===== src/rtl/pc_seq_pkg.sv =====
// pc_seq_pkg: shared state encoding and default geometry for the PC sequencer.
package pc_seq_pkg;
    localparam int ADDR_W_DEF    = 8;
    localparam int STEP_DEF      = 4;
    localparam int RAS_DEPTH_DEF = 4;
    typedef enum logic [1:0] {RESET_HOLD, RUN, FLUSH, HALTED} pc_state_e;
endpackage


===== src/rtl/pc_ras.sv =====
// pc_ras: circular return-address stack; a push onto a full stack overwrites the oldest entry.
module pc_ras #(
    parameter int DEPTH = 4,
    parameter int W     = 8
) (
    input  logic         clk,
    input  logic         reset,
    input  logic         push,
    input  logic         pop,
    input  logic [W-1:0] push_data,
    output logic [W-1:0] top,
    output logic         empty,
    output logic         overflow
);
    localparam int PW = $clog2(DEPTH);
    logic [W-1:0]  mem_q [DEPTH];
    logic [PW-1:0] ptr_q, ptr_d, ptr_m1, wr_idx;
    logic [PW:0]   cnt_q, cnt_d;
    logic          full, pop_eff, ovf_q, ovf_d;
    always_comb begin
        empty   = cnt_q == '0;
        full    = cnt_q == (PW+1)'(DEPTH);
        pop_eff = pop && !empty;
        ptr_m1  = ptr_q - 1'b1;
        top     = mem_q[ptr_m1];
        // pop-then-push rewrites the popped slot in place
        wr_idx  = pop_eff ? ptr_m1 : ptr_q;
        ptr_d   = reset ? '0 : push ? wr_idx + 1'b1 : wr_idx;
        cnt_d   = reset ? '0 : (push && !pop_eff && !full) ? cnt_q + 1'b1 :
                  (pop_eff && !push) ? cnt_q - 1'b1 : cnt_q;
        ovf_d   = !reset && push && !pop_eff && full;
    end
    always_ff @(posedge clk) begin
        ptr_q <= ptr_d;
        cnt_q <= cnt_d;
        ovf_q <= ovf_d;
        if (push && !reset) mem_q[wr_idx] <= push_data;
    end
    assign overflow = ovf_q;
endmodule


===== src/rtl/pc_sequencer.sv =====
// pc_sequencer: advances, holds or redirects the PC and flushes IF/ID on taken branches.
// Define PC_SEQ_RAS_EN to build the call/return address stack.
module pc_sequencer
    import pc_seq_pkg::*;
#(
    parameter int ADDR_W    = ADDR_W_DEF,
    parameter int STEP      = STEP_DEF,
    parameter int RAS_DEPTH = RAS_DEPTH_DEF
) (
    input  logic              clk,
    input  logic              reset,
    input  logic [ADDR_W-1:0] pc_current,
    input  logic              stall,
    input  logic              branch_valid,
    input  logic [ADDR_W-1:0] branch_target,
    input  logic              branch_link,
    input  logic              branch_return,
    input  logic              halt,
    input  logic              resume,
    output logic              pc_enable,
    output logic [ADDR_W-1:0] pc_next,
    output logic              flush,
    output logic              halted,
    output logic              ras_overflow
);
    pc_state_e         state_q, state_d;
    logic              halted_q, halted_d;
    logic              active, take;
    logic [ADDR_W-1:0] inc, target;
    assign inc = pc_current + ADDR_W'(STEP);
`ifdef PC_SEQ_RAS_EN
    logic              ras_empty;
    logic [ADDR_W-1:0] ras_top;
    pc_ras #(.DEPTH(RAS_DEPTH), .W(ADDR_W)) u_ras (
        .clk       (clk),
        .reset     (reset),
        .push      (take && branch_link),
        .pop       (take && branch_return),
        .push_data (inc),
        .top       (ras_top),
        .empty     (ras_empty),
        .overflow  (ras_overflow)
    );
    assign target = (branch_return && !ras_empty) ? ras_top : branch_target;
`else
    logic unused_ras;
    assign unused_ras   = branch_link ^ branch_return ^ (RAS_DEPTH > 0);
    assign target       = branch_target;
    assign ras_overflow = 1'b0;
`endif
    always_comb begin
        active    = (state_q == RUN) || (state_q == FLUSH);
        // a taken branch overrides stall, so the redirect is never lost
        take      = !reset && active && !halt && branch_valid;
        pc_enable = !reset && active && !halt && (branch_valid || !stall);
        pc_next   = reset ? '0 : take ? target : inc;
        flush     = !reset && (take || state_q == FLUSH);
        state_d   = reset ? RESET_HOLD :
                    (state_q == RESET_HOLD) ? RUN :
                    (state_q == HALTED) ? ((resume && !halt) ? RUN : HALTED) :
                    halt ? HALTED : branch_valid ? FLUSH : RUN;
        halted_d  = state_d == HALTED;
    end
    always_ff @(posedge clk) begin
        state_q  <= state_d;
        halted_q <= halted_d;
    end
    assign halted = halted_q;
endmodule


===== config.mk =====
export PLATFORM = sky130hd
export DESIGN_NAME = pc_sequencer
export DESIGN_NICKNAME = d
export VERILOG_FILES = /design/src/rtl/pc_seq_pkg.sv /design/src/rtl/pc_ras.sv /design/src/rtl/pc_sequencer.sv
export SDC_FILE = /design/constraint.sdc
export NUM_CORES = 1
export LEC_CHECK = 0
export ABC_AREA = 1
export CORE_AREA = 2 2 39 41
export CTS_CLUSTER_SIZE = 20
export DETAILED_ROUTE_END_ITERATION = 16
export DIE_AREA = 0 0 41 43
export GPL_ROUTABILITY_DRIVEN = 0
export PLACE_DENSITY = 0.77
export SYNTH_ARGS = -nofsm -noshare
export SYNTH_HDL_FRONTEND = slang
export SYNTH_SLANG_ARGS = --single-unit

===== constraint.sdc =====
create_clock -name clk -period 3.7 [get_ports clk]
set_input_delay 0.74 -clock clk [delete_from_list [all_inputs] [get_ports clk]]
set_output_delay 0.74 -clock clk [all_outputs]
set_load 0.01 [all_outputs]

; Word-level counts from Yosys, hierarchy flattened
; Cells that the tools add are included.
[op_classes]
addsub = 1
n_eq_ne = 4
muxes = 8
n_reduce_logical = 13
[ops]
columns = op, n
row1 = two-way mux 8 bit, 2
row2 = two-way mux 2 bit, 6
row3 = "adder 8 x 3 -> 8 bit, second input constant", 1
row4 = "equality test 2 bit, second input constant", 3
row5 = logical AND 1 bit, 6
row6 = logical NOT 1 bit, 3
row7 = logical OR 1 bit, 3
row8 = "equality test 2 x 1 -> 1 bit, second input constant", 1
row9 = logical NOT 2 bit, 1
[totals]
ff_bits = 3
wordCells = 28

; Depth between registers and ports, before layout
[depth]
depth_word = 7
ltp_mapped = 7

; Worst setup path after synthesis
; Ideal clock, no wire load.
[synth_timing]
kind = input -> output
start = input port pc_current[2]
end = output port pc_next[6]
arrival_ns = 1.354
path_slack_ns = 1.606
stages = 5
path_cell_list = ha_1 -> nand3_1 -> xnor2_1 -> nor2_1 -> nor2_1
[synth_via]
elab_chain_len = 3
[synth_rtl]
columns = item, line_no
row1 = start: declaration, pc_sequencer.sv:12  ; input logic [ADDR_W-1:0] pc_current,
row2 = adder 8 x 3 -> 8 bit, pc_sequencer.sv:30  ; assign inc = pc_current + ADDR_W'(STEP);
row3 = two-way mux 8 bit (2 in a row), pc_sequencer.sv:56  ; pc_next = reset ? '0 : take ? target : inc;
row4 = end: declaration, pc_sequencer.sv:21  ; output logic [ADDR_W-1:0] pc_next,
; Every way passes these cells.

; Worst setup path after layout
[layout_timing]
start = input port reset
end = output port pc_next[3]
[layout_via]
elab_chain_len = 6
[layout_rtl]
columns = item, line_no
row1 = start: declaration, pc_sequencer.sv:11  ; input logic reset,
row2 = logical NOT 1 bit, pc_sequencer.sv:54  ; take = !reset && active && !halt && branch_valid;
row3 = logical AND 1 bit (3 in a row), pc_sequencer.sv:54
row4 = two-way mux 8 bit, pc_sequencer.sv:56
row5 = two-way mux 8 bit (*), pc_sequencer.sv:56
; Mark *: on every way between the ends. The rest lies on a longest branch, timed or not.

==> key figures <==
Critical path
  • Critical path class: in2out
  • Worst path max stage delay: 540 ps
  • Cell type group with the largest total delay on the critical path: buffers and inverters
  • RR Endpoint: halted
  • Worst Path Required: 2960 ps
  • CP cell instances: clkdlybuf4s50_1, nor2_2, nand3_2, inv_1, nand2_1, nand2_1, clkdlybuf4s50_1
  • Crit start category: input port
  • Worst path buffer plus inverter count: 3
  • FF-to-FF Start: state_q[0]
  • Crit path DAT: 2510 ps
  • Crit path max fanout: 13
  • Reg2reg path depth: 5
  • Slowest-stage cell, CP: clkdlybuf4s50_1
  • Register-to-register setup slack: 2610 ps
  • Critical path capture point type: output port
  • CP Launch Point: reset

Pwr
  • Flop pwr share: 0.213
  • Psw: 48.3 uW
  • Clock share of power: 0.335
  • Sw Ratio: 0.286
  • Pwr Total: 169 uW
  • Peak supply drop: 167 uV
  • Logic pwr share: 0.452
  • PwrDens: 223 nW/um^2
  • Leakage power: 0.374 nW
  • Internal: 120 uW

STA
  • Fin. max-slew vios: 0
  • Min Tclk post-route: 3250 ps
  • Worst Skew: 3.20 ps
  • Fin Setup TNS: 0 ps
  • # setup viols final: 0
  • Final Hold Fails: 0
  • Fmax: 307 MHz
  • RSZ-0062 raised after global routing: no
  • Final period util: 0.879

Global route
  • Largest net degree at the start of global routing: 14
  • Vias in the first global route: 454
  • Initial antenna violation count: 0
  • Overall Global Routing Usage: 0.132
  • Global-route wire length before repair: 1670 um
  • GR Overflow Total: 0

Floorplanning
  • Core area: 1380 sq um
  • Die width: 41 um
  • Die Area: 1760 sq um
  • Die Ht: 43 um
  • I/O Pins: 36
  • Initial Utilization: 0.297
  • # rows: 14

Synthesis
  • Syn nets: 100
  • Post-Syn Instances: 72
  • Syn avg cell area: 5.70 sq um
  • Yosys warns: 0
  • Register area share after synthesis: 0.146
  • Yosys reg bits: 3
  • Distinct cells, synth: 16
  • Synth Cell Area: 410 sq um

Detailed routing
  • Drt via density: 4.36
  • First-pass DRT Iterations: 4
  • WL final: 1090 um
  • Routed via count: 532
  • Post-DRT Antenna Nets: 0
  • DRT iter0 DRCs: 11
  • DR WL/cell: 8.95 um
  • DRC Markers: 0

Placement
  • Final HPWL DP: 902 um
  • IO buf count: 32
  • Placed Instances: 118

Clock tree
  • Hold Buf Count CTS: 0
  • Clock H-tree levels: 1
  • Clock Latency Late Sink: 230 ps
  • Clock Tree Root: clkbuf_4
  • Number of buffers created by CTS: 3
  • CTS resizes: 0
  • Clk buf depth: 2
  • Clock Pin Slew Worst Setup and Hold Paths: 40 ps
  • CTS tree: built
  • Num Clock Sinks: 3
  • Number of post-CTS setup repair buffers: 0

Finish
  • Final Net Count: 135
  • Fillers: 151
  • Commonest non-fill, non-tap cells in the layout: clkdlybuf4s50_1 (32), nand2_1 (15), nor2_1 (14), inv_1 (12), nand3_1 (6)
  • Layout area overhead: 84.8%
  • Area of the multi-input gates: 287 sq um
  • Final Non-Filler Cells: 122
  • Antenna Cells: 0
  • Layout cells sized above 1: 0.0566
  • Most common cell after layout, fill and taps aside: clkdlybuf4s50_1
  • Seq. cell area: 60.1 sq um
  • Fin util: 0.548

Run status
  • Status: complete, no violations

Hold path
  • Hold Path Depth: 4
  • WHS Endpoint: state_q[0]
  • HP Start: state_q[1]
  • Hold crit path type: reg2reg

Run
  • Number of max-cap violations: 0
## worst min-delay path, cell delays in order (launching register included)
cell and delay (ps):
dfxtp_1 310, inv_1 60, ha_1 150, o21ai_0 120, inv_1 60
## worst max-delay path by stage
| stage | to | slack, ps | cells past startpoint |
|---|---|---|---|
| finish | pc_next[3] | 450 | 7 |
| floorplan | pc_next[6] | 1610 | 5 |
| detailed placement | pc_next[3] | 410 | 7 |
| CTS | pc_next[3] | 420 | 7 |
| global route | pc_next[6] | 290 | 7 |
| global placement | pc_next[6] | 440 | 7 |
## stage by stage
stage                     setup slack [ps]  hold slack (ps)  cell area, sq um
after floorplan                       1610              667               410
after global placement                 438              719               732
after detailed placement               415              738               732
after CTS                              417              743               758
after global routing                   288              848               758
final                                  447              734               758
## flip-flops by register name, indices dropped and copies added (netlist names)
register / flops
halted: 1
state_q: 2
## power by group through the flow
stage	logic (mW)	clock network [mW]	registers (mW)
after detailed placement	0.0767	0	0.0365
after global placement	0.0759	0	0.0364
after global routing	0.0842	0.0631	0.0364
after CTS	0.0773	0.0602	0.0360
final	0.0762	0.0565	0.0360
after floorplan	0.0324	0	0.0366
## cell type report
cell class | instances | share of cell area
timing repair buffer | 32 | 0.422
sequential | 3 | 0.0792
inverter | 12 | 0.0594
multi-input combinational | 55 | 0.378
tap | 16 | 0.0264
clock buffer | 4 | 0.0347
## cells by family after synthesis
family / synth area share
AND/OR/NAND/NOR: 0.393
buffers and inverters: 0.155
adder cells (fa/ha/maj): 0.122
flip-flops: 0.146
AO/OA/AOI/OAI: 0.110
XOR/XNOR: 0.0640
other: 0.00914
## synth_stat cells
cell | n | area share
nor2_1 | 14 | 0.13
xnor2_1 | 3 | 0.064
ha_1 | 4 | 0.12
conb_1 | 1 | 0.0091
a21oi_1 | 2 | 0.024
buf_4 | 1 | 0.018
nor2_2 | 1 | 0.015
nand2_1 | 15 | 0.14
o21ai_0 | 3 | 0.037
nand3_2 | 1 | 0.024
nand3_1 | 6 | 0.073
buf_6 | 1 | 0.027
nand2_2 | 1 | 0.015
dfxtp_1 | 3 | 0.15
inv_1 | 12 | 0.11
o21ai_1 | 4 | 0.049
## routing by layer
metal / GRT usage / vias to the layer above / share of wire
met5: 0 / - / 0
met4: 0.0600 / 0 / 0
met3: 0.0262 / 0 / 0.090
met2: 0.238 / 24 / 0.51
met1: 0.134 / 219 / 0.40
li1: - / 289 / -
(Power assumes the default switching activity.)
